===== src/rtl/instr_encoder_if.sv =====
// Instruction-in / byte-out bundle between the program loader and the encoder.
// Latency: none (wires only).
// Backpressure: in_ready and out_ready carry the valid/ready handshakes in each direction.
interface instr_encoder_if #(
    parameter int ADDR_W = 16
);
    logic              in_valid;
    logic              in_ready;
    logic [4:0]        in_opcode;
    logic [2:0]        in_dst;
    logic [2:0]        in_src1;
    logic [2:0]        in_src2;
    logic              in_hasimm1;
    logic [7:0]        in_imm1;
    logic              in_hasimm2;
    logic [7:0]        in_imm2;
    logic              addr_clr;
    logic              out_valid;
    logic              out_ready;
    logic [7:0]        out_byte;
    logic [ADDR_W-1:0] out_addr;
    logic              out_last;
    logic [7:0]        illegal_cnt;

    // Loader / host side
    modport master (
        output in_valid, in_opcode, in_dst, in_src1, in_src2,
               in_hasimm1, in_imm1, in_hasimm2, in_imm2, addr_clr, out_ready,
        input  in_ready, out_valid, out_byte, out_addr, out_last, illegal_cnt
    );

    // Encoder side
    modport slave (
        input  in_valid, in_opcode, in_dst, in_src1, in_src2,
               in_hasimm1, in_imm1, in_hasimm2, in_imm2, addr_clr, out_ready,
        output in_ready, out_valid, out_byte, out_addr, out_last, illegal_cnt
    );
endinterface


===== src/rtl/instr_encoder.sv =====
// Serializes one decoded instruction into OP, REG, [IMM1], [IMM2] bytes, each tagged with a program address.
// Latency: first byte valid 1 cycle after accept; one byte per cycle while out_ready is high.
// Backpressure: out_ready low holds byte/addr/last stable; in_ready is low until the last byte is taken.
module instr_encoder #(
    parameter int              ADDR_W    = 16,
    parameter logic [ADDR_W-1:0] BASE_ADDR = '0
) (
    input  logic            clk,
    input  logic            sync_rst,
    instr_encoder_if.slave  bus
);

    typedef enum logic [2:0] {
        S_IDLE,
        S_OP,
        S_REG,
        S_IMM1,
        S_IMM2
    } state_t;

    state_t            state;
    state_t            state_nxt;

    logic [4:0]        opcode_q;
    logic [2:0]        dst_q;
    logic [2:0]        src1_q;
    logic [2:0]        src2_q;
    logic              hasimm1_q;
    logic [7:0]        imm1_q;
    logic              hasimm2_q;
    logic [7:0]        imm2_q;
    logic [ADDR_W-1:0] addr_q;
    logic [7:0]        ill_q;

    logic              accept;
    logic              legal;
    logic              fire;

    // 0x1A-0x1E are the only holes in the opcode map.
    assign legal  = (bus.in_opcode <= 5'h19) || (bus.in_opcode == 5'h1F);
    assign accept = (state == S_IDLE) && bus.in_valid;
    // Every non-idle state presents a byte, so a handshake is simply "busy and ready".
    assign fire   = (state != S_IDLE) && bus.out_ready;

    assign bus.out_addr    = addr_q;
    assign bus.illegal_cnt = ill_q;

    // State register; reset abandons any partially emitted instruction.
    always_ff @(posedge clk or negedge sync_rst) begin
        if (!sync_rst) begin
            state <= S_IDLE;
        end else begin
            state <= state_nxt;
        end
    end

    // Next state and per-state byte selection.
    always_comb begin
        state_nxt    = state;
        bus.in_ready  = 1'b0;
        bus.out_valid = 1'b0;
        bus.out_byte  = 8'h00;
        bus.out_last  = 1'b0;
        case (state)
            S_IDLE: begin
                bus.in_ready = 1'b1;
                if (bus.in_valid && legal) begin
                    state_nxt = S_OP;
                end
            end
            S_OP: begin
                bus.out_valid = 1'b1;
                bus.out_byte  = {dst_q, opcode_q};
                if (bus.out_ready) begin
                    state_nxt = S_REG;
                end
            end
            S_REG: begin
                bus.out_valid = 1'b1;
                bus.out_byte  = {hasimm1_q, hasimm2_q, src1_q, src2_q};
                bus.out_last  = !hasimm1_q && !hasimm2_q;
                if (bus.out_ready) begin
                    if (hasimm1_q) begin
                        state_nxt = S_IMM1;
                    end else if (hasimm2_q) begin
                        state_nxt = S_IMM2;
                    end else begin
                        state_nxt = S_IDLE;
                    end
                end
            end
            S_IMM1: begin
                bus.out_valid = 1'b1;
                bus.out_byte  = imm1_q;
                bus.out_last  = !hasimm2_q;
                if (bus.out_ready) begin
                    state_nxt = hasimm2_q ? S_IMM2 : S_IDLE;
                end
            end
            S_IMM2: begin
                bus.out_valid = 1'b1;
                bus.out_byte  = imm2_q;
                bus.out_last  = 1'b1;
                if (bus.out_ready) begin
                    state_nxt = S_IDLE;
                end
            end
            default: begin
                state_nxt = S_IDLE;
            end
        endcase
    end

    // Capture the instruction at accept so later input changes cannot leak into the stream.
    always_ff @(posedge clk or negedge sync_rst) begin
        if (!sync_rst) begin
            opcode_q  <= '0;
            dst_q     <= '0;
            src1_q    <= '0;
            src2_q    <= '0;
            hasimm1_q <= 1'b0;
            imm1_q    <= '0;
            hasimm2_q <= 1'b0;
            imm2_q    <= '0;
        end else if (accept) begin
            opcode_q  <= bus.in_opcode;
            dst_q     <= bus.in_dst;
            src1_q    <= bus.in_src1;
            src2_q    <= bus.in_src2;
            hasimm1_q <= bus.in_hasimm1;
            imm1_q    <= bus.in_imm1;
            hasimm2_q <= bus.in_hasimm2;
            imm2_q    <= bus.in_imm2;
        end
    end

    // Program address: reload only while idle, otherwise advance per byte and wrap silently.
    always_ff @(posedge clk or negedge sync_rst) begin
        if (!sync_rst) begin
            addr_q <= BASE_ADDR;
        end else if ((state == S_IDLE) && bus.addr_clr) begin
            addr_q <= BASE_ADDR;
        end else if (fire) begin
            addr_q <= addr_q + 1'b1;
        end
    end

    // Saturating count of rejected opcodes.
    always_ff @(posedge clk or negedge sync_rst) begin
        if (!sync_rst) begin
            ill_q <= '0;
        end else if (accept && !legal && (ill_q != 8'hFF)) begin
            ill_q <= ill_q + 1'b1;
        end
    end

endmodule


===== src/flat_wrapper.sv =====
// flat-port wrapper written by rule: the top's interface ports become plain ports
module instr_encoder_flat 
#(
    parameter int              ADDR_W    = 16,
    parameter logic [ADDR_W-1:0] BASE_ADDR = '0
)
  (clk, sync_rst, bus_in_valid, bus_in_opcode, bus_in_dst, bus_in_src1, bus_in_src2, bus_in_hasimm1, bus_in_imm1, bus_in_hasimm2, bus_in_imm2, bus_addr_clr, bus_out_ready, bus_in_ready, bus_out_valid, bus_out_byte, bus_out_addr, bus_out_last, bus_illegal_cnt);
  instr_encoder_if #(.ADDR_W(ADDR_W)) bus_i ();
  input  logic clk;
  input  logic sync_rst;
  input wire logic [$bits(bus_i.in_valid)-1:0] bus_in_valid;
  input wire logic [$bits(bus_i.in_opcode)-1:0] bus_in_opcode;
  input wire logic [$bits(bus_i.in_dst)-1:0] bus_in_dst;
  input wire logic [$bits(bus_i.in_src1)-1:0] bus_in_src1;
  input wire logic [$bits(bus_i.in_src2)-1:0] bus_in_src2;
  input wire logic [$bits(bus_i.in_hasimm1)-1:0] bus_in_hasimm1;
  input wire logic [$bits(bus_i.in_imm1)-1:0] bus_in_imm1;
  input wire logic [$bits(bus_i.in_hasimm2)-1:0] bus_in_hasimm2;
  input wire logic [$bits(bus_i.in_imm2)-1:0] bus_in_imm2;
  input wire logic [$bits(bus_i.addr_clr)-1:0] bus_addr_clr;
  input wire logic [$bits(bus_i.out_ready)-1:0] bus_out_ready;
  output wire logic [$bits(bus_i.in_ready)-1:0] bus_in_ready;
  output wire logic [$bits(bus_i.out_valid)-1:0] bus_out_valid;
  output wire logic [$bits(bus_i.out_byte)-1:0] bus_out_byte;
  output wire logic [$bits(bus_i.out_addr)-1:0] bus_out_addr;
  output wire logic [$bits(bus_i.out_last)-1:0] bus_out_last;
  output wire logic [$bits(bus_i.illegal_cnt)-1:0] bus_illegal_cnt;
  assign bus_i.in_valid = bus_in_valid;
  assign bus_i.in_opcode = bus_in_opcode;
  assign bus_i.in_dst = bus_in_dst;
  assign bus_i.in_src1 = bus_in_src1;
  assign bus_i.in_src2 = bus_in_src2;
  assign bus_i.in_hasimm1 = bus_in_hasimm1;
  assign bus_i.in_imm1 = bus_in_imm1;
  assign bus_i.in_hasimm2 = bus_in_hasimm2;
  assign bus_i.in_imm2 = bus_in_imm2;
  assign bus_i.addr_clr = bus_addr_clr;
  assign bus_i.out_ready = bus_out_ready;
  assign bus_in_ready = bus_i.in_ready;
  assign bus_out_valid = bus_i.out_valid;
  assign bus_out_byte = bus_i.out_byte;
  assign bus_out_addr = bus_i.out_addr;
  assign bus_out_last = bus_i.out_last;
  assign bus_illegal_cnt = bus_i.illegal_cnt;
  instr_encoder #(.ADDR_W(ADDR_W), .BASE_ADDR(BASE_ADDR)) u_core (.clk(clk), .sync_rst(sync_rst), .bus(bus_i));
endmodule

===== config.mk =====
export PLATFORM = sky130hd
export DESIGN_NAME = instr_encoder_flat
export DESIGN_NICKNAME = d
export VERILOG_FILES = /design/src/rtl/instr_encoder_if.sv /design/src/rtl/instr_encoder.sv /design/src/flat_wrapper.sv
export SDC_FILE = /design/constraint.sdc
export NUM_CORES = 1
export LEC_CHECK = 0
export ABC_CLOCK_PERIOD_IN_PS = 1900
export CAP_MARGIN = 10
export CORE_UTILIZATION = 25
export CTS_CLUSTER_DIAMETER = 60
export DETAILED_ROUTE_END_ITERATION = 12
export DONT_BUFFER_PORTS = 1
export GPL_ROUTABILITY_DRIVEN = 0
export PLACE_DENSITY = 0.49
export SLEW_MARGIN = 25
export SYNTH_ARGS = -nofsm -noshare
export SYNTH_HDL_FRONTEND = slang
export SYNTH_SLANG_ARGS = --single-unit

===== constraint.sdc =====
create_clock -name clk -period 1.9 [get_ports clk]
set_clock_uncertainty 0.05 [all_clocks]
set_input_delay 0.285 -clock clk [delete_from_list [all_inputs] [get_ports clk]]
set_output_delay 0.285 -clock clk [all_outputs]
set_load 0.1 [all_outputs]

==> impl_metrics.ini, run 1 <==
[run_status]
status = complete, but fails checks
failed_checks = setup timing

[die]
coreArea_sq_mm = 0.0110
die-area_sq_mm = 0.0119
rows = 38
dieHeight_microns = 109
ioPinCount = 72
start_util = 0.260
die_x_microns = 109

[routing]
wl_per_cell_microns = 15.6
postRouteAntennaNets = 0
vias_per_cell = 4.78
drtPass1Iterations = 4
drtIter0Drc = 63
drc = 0
routed_wirelength_mm = 7.06
dr_total_vias = 2167

[finish]
diodes = 0
n_fill_cell = 1048
final_common_cell = buf_4
fin_util = 0.393
final_cell_mix = buf_4, dfrtp_1, mux2_2
fin_nets = 347
drive_gt1_frac = 0.559
seq_area_sq_mm = 0.00152
syn2layout_area_growth_pct = 50.7
fin_area_sq_mm = 0.00431
multi_input_area_sq_mm = 0.00160

[pwr]
peakVddDrop_uv = 1450
leakagePower_nw = 1.76
power_density_mw_per_mm2 = 2170
power_mw = 9.37

[global_route]
grt.met1_usage = 0.163
grt_max_degree = 60
grt_pass1_wl_mm = 11.7
use_met3 = 0.0586
grt.total_usage = 0.132
busiest_layer = met2
grt-ovfl-total = 0
use_met2 = 0.202
grt_pass1_vias = 2288
antenna_found_initial = 1

[synthesis]
synthMuxAreaShare = 0.168
synth_compound_area_frac = 0.0945
synthArstFlopShare = 1.00
synth_cell_type_count = 44
synth_fa_ha_area_frac = 0.00875
synthXorXnorAreaFrac = 0.0367
synth_ff_type = dfrtp_1
syn_area_sq_mm = 0.00286
yosysSeqAreaShare = 0.516
ys_seq_elements = 59
syn-num-nets = 285
yosys.area_share.simple = 0.151
netlist_instances = 246
synth-edff-count = 0
avgSynthCellArea_sq_um = 11.6
synth_top_family_by_area = multiplexers
yosysWarnings = 0

[critical_path]
critical_path.max_stage_delay_ns = 0.44
r2r_start = u_core.state[0]
crit_type = reg2out
cp_max_fo = 8
arrival_ns = 1.65
r2r-end = u_core.opcode_q[3]
reg2reg_setup_slack_ns = 0.08
slowest_stage = dfrtp_2
cp.required_ns = 1.56
startpoint_type = flop
cpMostUsedCell = buf_12
cp-end-kind = output port
cp_cell_sequence = buf_12 > buf_12 > mux2i_4 > o22ai_4 > buf_12
r2r_cells = 5

[sta]
tightest_slew_ns = 0.483
fin_crit_sh = 1.04
setup_viol = 6
fmax_mhz = 505
finalCriticalPeriod_ns = 1.98
slew_viol_final = 0
setup_ws_ns = -0.0805
maxSlewHeadroom = 0.675
tns_ns = -0.222
finalHoldViolations = 0
rsz0062_at_grt = true

[min_path]
hold_path_class = in2reg
whs_endpoint = u_core.state[0]
min_from = bus_out_ready
hold_depth = 1

[job]
cap_viol_max_count = 0

[placed_design]
place.port_buffers = 0
place_hpwl_mm = 5.14
post_dp_cell_area_sq_mm = 0.00369
pre_cts_ws_ns = -0.0298

[clocking]
cts_buffers = 9
clockBufferDepth = 2
clk_pin_slew_ns = 0.05
htree_levels = 3
root_buffer = clkbuf_16
cts_tree = yes
cts_sinks = 59
clkLatencyLatePin_ns = 0.32
worst max path at each step:
stage	start	to	slack (ns)	depth (start not counted)
after floorplan	u_core.state[0]	bus_out_valid	-0.29	4
after global placement	u_core.state[0]	u_core.bus.illegal_cnt[1]	0.01	5
after detailed placement	u_core.state[0]	u_core.bus.illegal_cnt[1]	-0.03	5
after CTS	u_core.state[0]	bus_out_byte[3]	-0.11	5
after global routing	u_core.state[0]	bus_out_byte[3]	-0.16	5
final	u_core.state[0]	bus_out_byte[3]	-0.08	5
critical path: cells and delay by family, from the launching register on:
kind                   cells  cell delay, ns
DFF                        1            0.44
buffers and inverters      3            0.50
muxes                      1            0.19
AOI/OAI and AO/OA          1            0.20
kinds of logic after synthesis:
group                      after synthesis
AOI/OAI and AO/OA                       39
xor gates and xnor gates                12
adders and majority gates                2
buffers and inverters                   16
DFF                                     59
muxes                                   44
and+or+nand+nor                         74
per-layer routing:
metal / wire [microns] / up-vias
met5: 17 / -
met4: 87 / 2
met3: 577 / 12
met2: 3350 / 52
met1: 3020 / 1068
li1: - / 1033
cells in the mapped netlist (2+ instances only):
library cell / instances / area (sq um)
nor3_1: 5 / 25.0
o21ai_0: 5 / 25.0
ha_1: 2 / 25.0
nor4b_2: 2 / 30.0
nor2_1: 13 / 48.8
nor2b_1: 5 / 31.3
mux2i_1: 11 / 110
a31oi_1: 2 / 12.5
nand3b_1: 2 / 15.0
a22oi_1: 8 / 60.1
xor2_1: 6 / 52.6
nand2_1: 14 / 52.6
nand3_1: 10 / 50.1
xnor2_1: 6 / 52.6
clkbuf_1: 6 / 22.5
o31ai_1: 2 / 15.0
nand4_1: 3 / 18.8
nor4_1: 5 / 31.3
mux2_2: 33 / 372
or3_1: 3 / 18.8
buf_2: 7 / 35.0
a21oi_1: 4 / 20.0
dfrtp_1: 59 / 1480
inv_1: 2 / 7.51
o22ai_1: 8 / 50.1
nand2b_1: 4 / 25.0
and3_1: 2 / 12.5
final cells by class:
cell class | instances | share of cell area
clock buffers | 11 | 0.0563
clock inverters | 5 | 0.0122
inverters | 2 | 0.00174
multi-input cells | 171 | 0.371
flip-flops and latches | 59 | 0.353
well taps | 140 | 0.0406
repair buffers | 65 | 0.164
state kept, by name, summed over array words and instances, names as in the netlist:
name,cells
u_core.bus.out_addr,16
u_core.bus.illegal_cnt,8
u_core.imm1_q,8
u_core.imm2_q,8
u_core.opcode_q,5
u_core.dst_q,3
u_core.src1_q,3
u_core.src2_q,3
u_core.state,3
u_core.hasimm1_q,1
u_core.hasimm2_q,1
timing repair:
action,in CTS,in global routing
pin swaps,19,12
endpoints found under the setup margin,16,39
endpoints found under the hold margin,59,0
hold buffers,2,0
resized for setup,33,13
buffers inserted,10,3
power breakdown:
part / total [mW] / switching, mW / internal (mW) / leakage [nW]
Sequential: 2.10 / 0.357 / 1.75 / 0.708
Clock: 1.61 / 0.570 / 1.04 / 0.145
Combinational: 5.65 / 3.30 / 2.35 / 0.911
Total: 9.37 / 4.23 / 5.14 / 1.76
metrics by stage:
step | cells | hold WS, ns
finish | 453 | 0.0132
global route | 453 | 0.00431
CTS | 450 | 0.00511
detailed placement | 422 | -0.0586
global placement | 422 | -0.0584
floorplan | 246 | -0.0606
No activity file was read; power rests on OpenSTA's default activity.
==> run 2: changes to the inputs <==
--- a/config.mk
+++ b/config.mk
@@ -12,7 +12,6 @@
 export DETAILED_ROUTE_END_ITERATION = 12
 export DONT_BUFFER_PORTS = 1
 export GPL_ROUTABILITY_DRIVEN = 0
-export PLACE_DENSITY = 0.49
 export SLEW_MARGIN = 25
 export SYNTH_ARGS = -nofsm -noshare
 export SYNTH_HDL_FRONTEND = slang
==> run 2 against run 1 <==
The run still ends with setup timing left. Via count about the same. Combinational power decreased by 4.1%. Sequential power is 2% lower. Largest cell class unchanged.
==> impl_metrics.ini, run 2 (synthesized netlist as in run 1, its figures left out) <==
[run_status]
status = complete, but fails checks
failed_checks = setup timing

[min_path]
hold_path_class = in2reg
hold_depth = 1
whs_endpoint = u_core.state[0]
min_from = bus_out_ready

[finish]
final_cell_mix = buf_4, dfrtp_1, mux2_2
fin_area_sq_mm = 0.00427
drive_gt1_frac = 0.553
largest_reg_flops = 16
n_fill_cell = 1029
fin_nets = 345
syn2layout_area_growth_pct = 49.3
final_common_cell = buf_4
diodes = 0

[clocking]
clk_pin_slew_ns = 0.05
htree_levels = 3
cts_sinks = 59
cts_buffers = 9
clockBufferDepth = 2
cts_tree = yes
clkLatencyLatePin_ns = 0.33
root_buffer = clkbuf_16

[placed_design]
place.port_buffers = 0
place_hpwl_mm = 5.28
pre_cts_ws_ns = 0.0218
post_dp_cell_area_sq_mm = 0.00369

[sta]
fmax_mhz = 513
setup_ws_ns = -0.0482
hold_ws_ns = 0.0185
tns_ns = -0.282
slew_viol_final = 0
tightest_slew_ns = 0.537
rsz0062_at_grt = true
finalHoldViolations = 0
fin_crit_sh = 1.03
setup_viol = 9
maxSlewHeadroom = 0.642
finalCriticalPeriod_ns = 1.95

[critical_path]
r2r-end = u_core.src1_q[2]
cp_max_fo = 7
slowest_stage = dfrtp_2
startpoint_type = flop
cp-end-kind = output port
critical_path.max_stage_delay_ns = 0.45
r2r_cells = 5
reg2reg_setup_slack_ns = 0.05
cp.required_ns = 1.56
arrival_ns = 1.61
r2r_start = u_core.state[0]
crit_type = reg2out
cp_cell_sequence = nor2b_1 > buf_4 > a22oi_2 > o22ai_4 > buf_12

[die]
ioPinCount = 72
rows = 38
die_x_microns = 109
coreArea_sq_mm = 0.0110
die-area_sq_mm = 0.0119
dieHeight_microns = 109
start_util = 0.260

[global_route]
grt.total_usage = 0.133
grt_pass1_wl_mm = 11.8
grt_pass1_vias = 2313
grt-ovfl-total = 0
antenna_found_initial = 0
grt_max_degree = 60

[routing]
wl_per_cell_microns = 16.2
routed_wirelength_mm = 7.32
drc = 0
vias_per_cell = 4.81
postRouteAntennaNets = 0
dr_total_vias = 2168
drtPass1Iterations = 6
drtIter0Drc = 58

[job]
cap_viol_max_count = 0

[pwr]
power_mw = 9.10
leakagePower_nw = 1.73
power_density_mw_per_mm2 = 2130
peakVddDrop_uv = 2320
run 2: cell count changes in the layout (fill, tap and decap cells not counted), moves of 3 or more:
cell,previous run,this run
mux2i_1,6,10
mux2i_4,3,0
nor2b_2,0,3
nor2b_4,5,1
nor4_1,5,2
run 2: repair_timing:
| item | in CTS | in global routing |
|---|---|---|
| hold buffers | 2 | 0 |
| buffers inserted | 4 | 4 |
| setup endpoints to repair | 11 | 20 |
| hold endpoints to repair | 59 | 0 |
| pin swaps | 14 | 7 |
| gates resized for setup | 22 | 17 |
| gates cloned | 0 | 1 |
run 2: area by class of cell:
| class | count | area, sq um | area share |
|---|---|---|---|
| Timing Repair Buffer | 63 | 664 | 0.156 |
| Multi-Input combinational cell | 171 | 1600 | 0.376 |
| Sequential cell | 59 | 1520 | 0.357 |
| Tap cell | 140 | 175 | 0.0410 |
| Clock buffer | 10 | 229 | 0.0536 |
| Inverter | 2 | 7.51 | 0.00176 |
| Clock inverter | 6 | 66.3 | 0.0155 |
run 2: power by group:
group | switching (mW) | internal [mW]
clock network | 0.602 | 1.01
registers | 0.317 | 1.75
logic | 3.28 | 2.14
total | 4.20 | 4.90
run 2: per-layer routing:
layer	routed length, microns	share of wire	vias to the layer above	global-route usage
li1	-	-	1035	-
met1	3170	0.43	1075	0.159
met2	3610	0.49	52	0.215
met3	460	0.063	6	0.0514
met4	75	0.010	0	0.0463
met5	0	0	-	0
run 2: how the worst max path moves through the flow:
stage | startpoint | endpoint | slack [ns] | cells past startpoint
final | u_core.state[2] | bus_out_byte[2] | -0.05 | 5
after detailed placement | u_core.state[0] | bus_out_last | 0.02 | 6
after global placement | u_core.state[0] | bus_out_last | 0.1 | 6
after global routing | u_core.state[2] | bus_out_byte[2] | -0.11 | 5
after CTS | u_core.state[2] | bus_out_byte[2] | -0.06 | 5
after floorplan | u_core.state[0] | bus_out_valid | -0.29 | 4
run 2: stage by stage:
step	utilization	instances
global route	0.389	451
floorplan	-	246
global placement	0.336	424
finish	0.389	451
CTS	0.377	446
detailed placement	0.336	424
run 2: worst max-delay path: cells and delay by family (launching register included):
kind,cells,cell delay [ns]
AO/OA/AOI/OAI,2,0.34
flip-flops,1,0.45
AND/OR/NAND/NOR,1,0.14
buffers and inverters,2,0.35
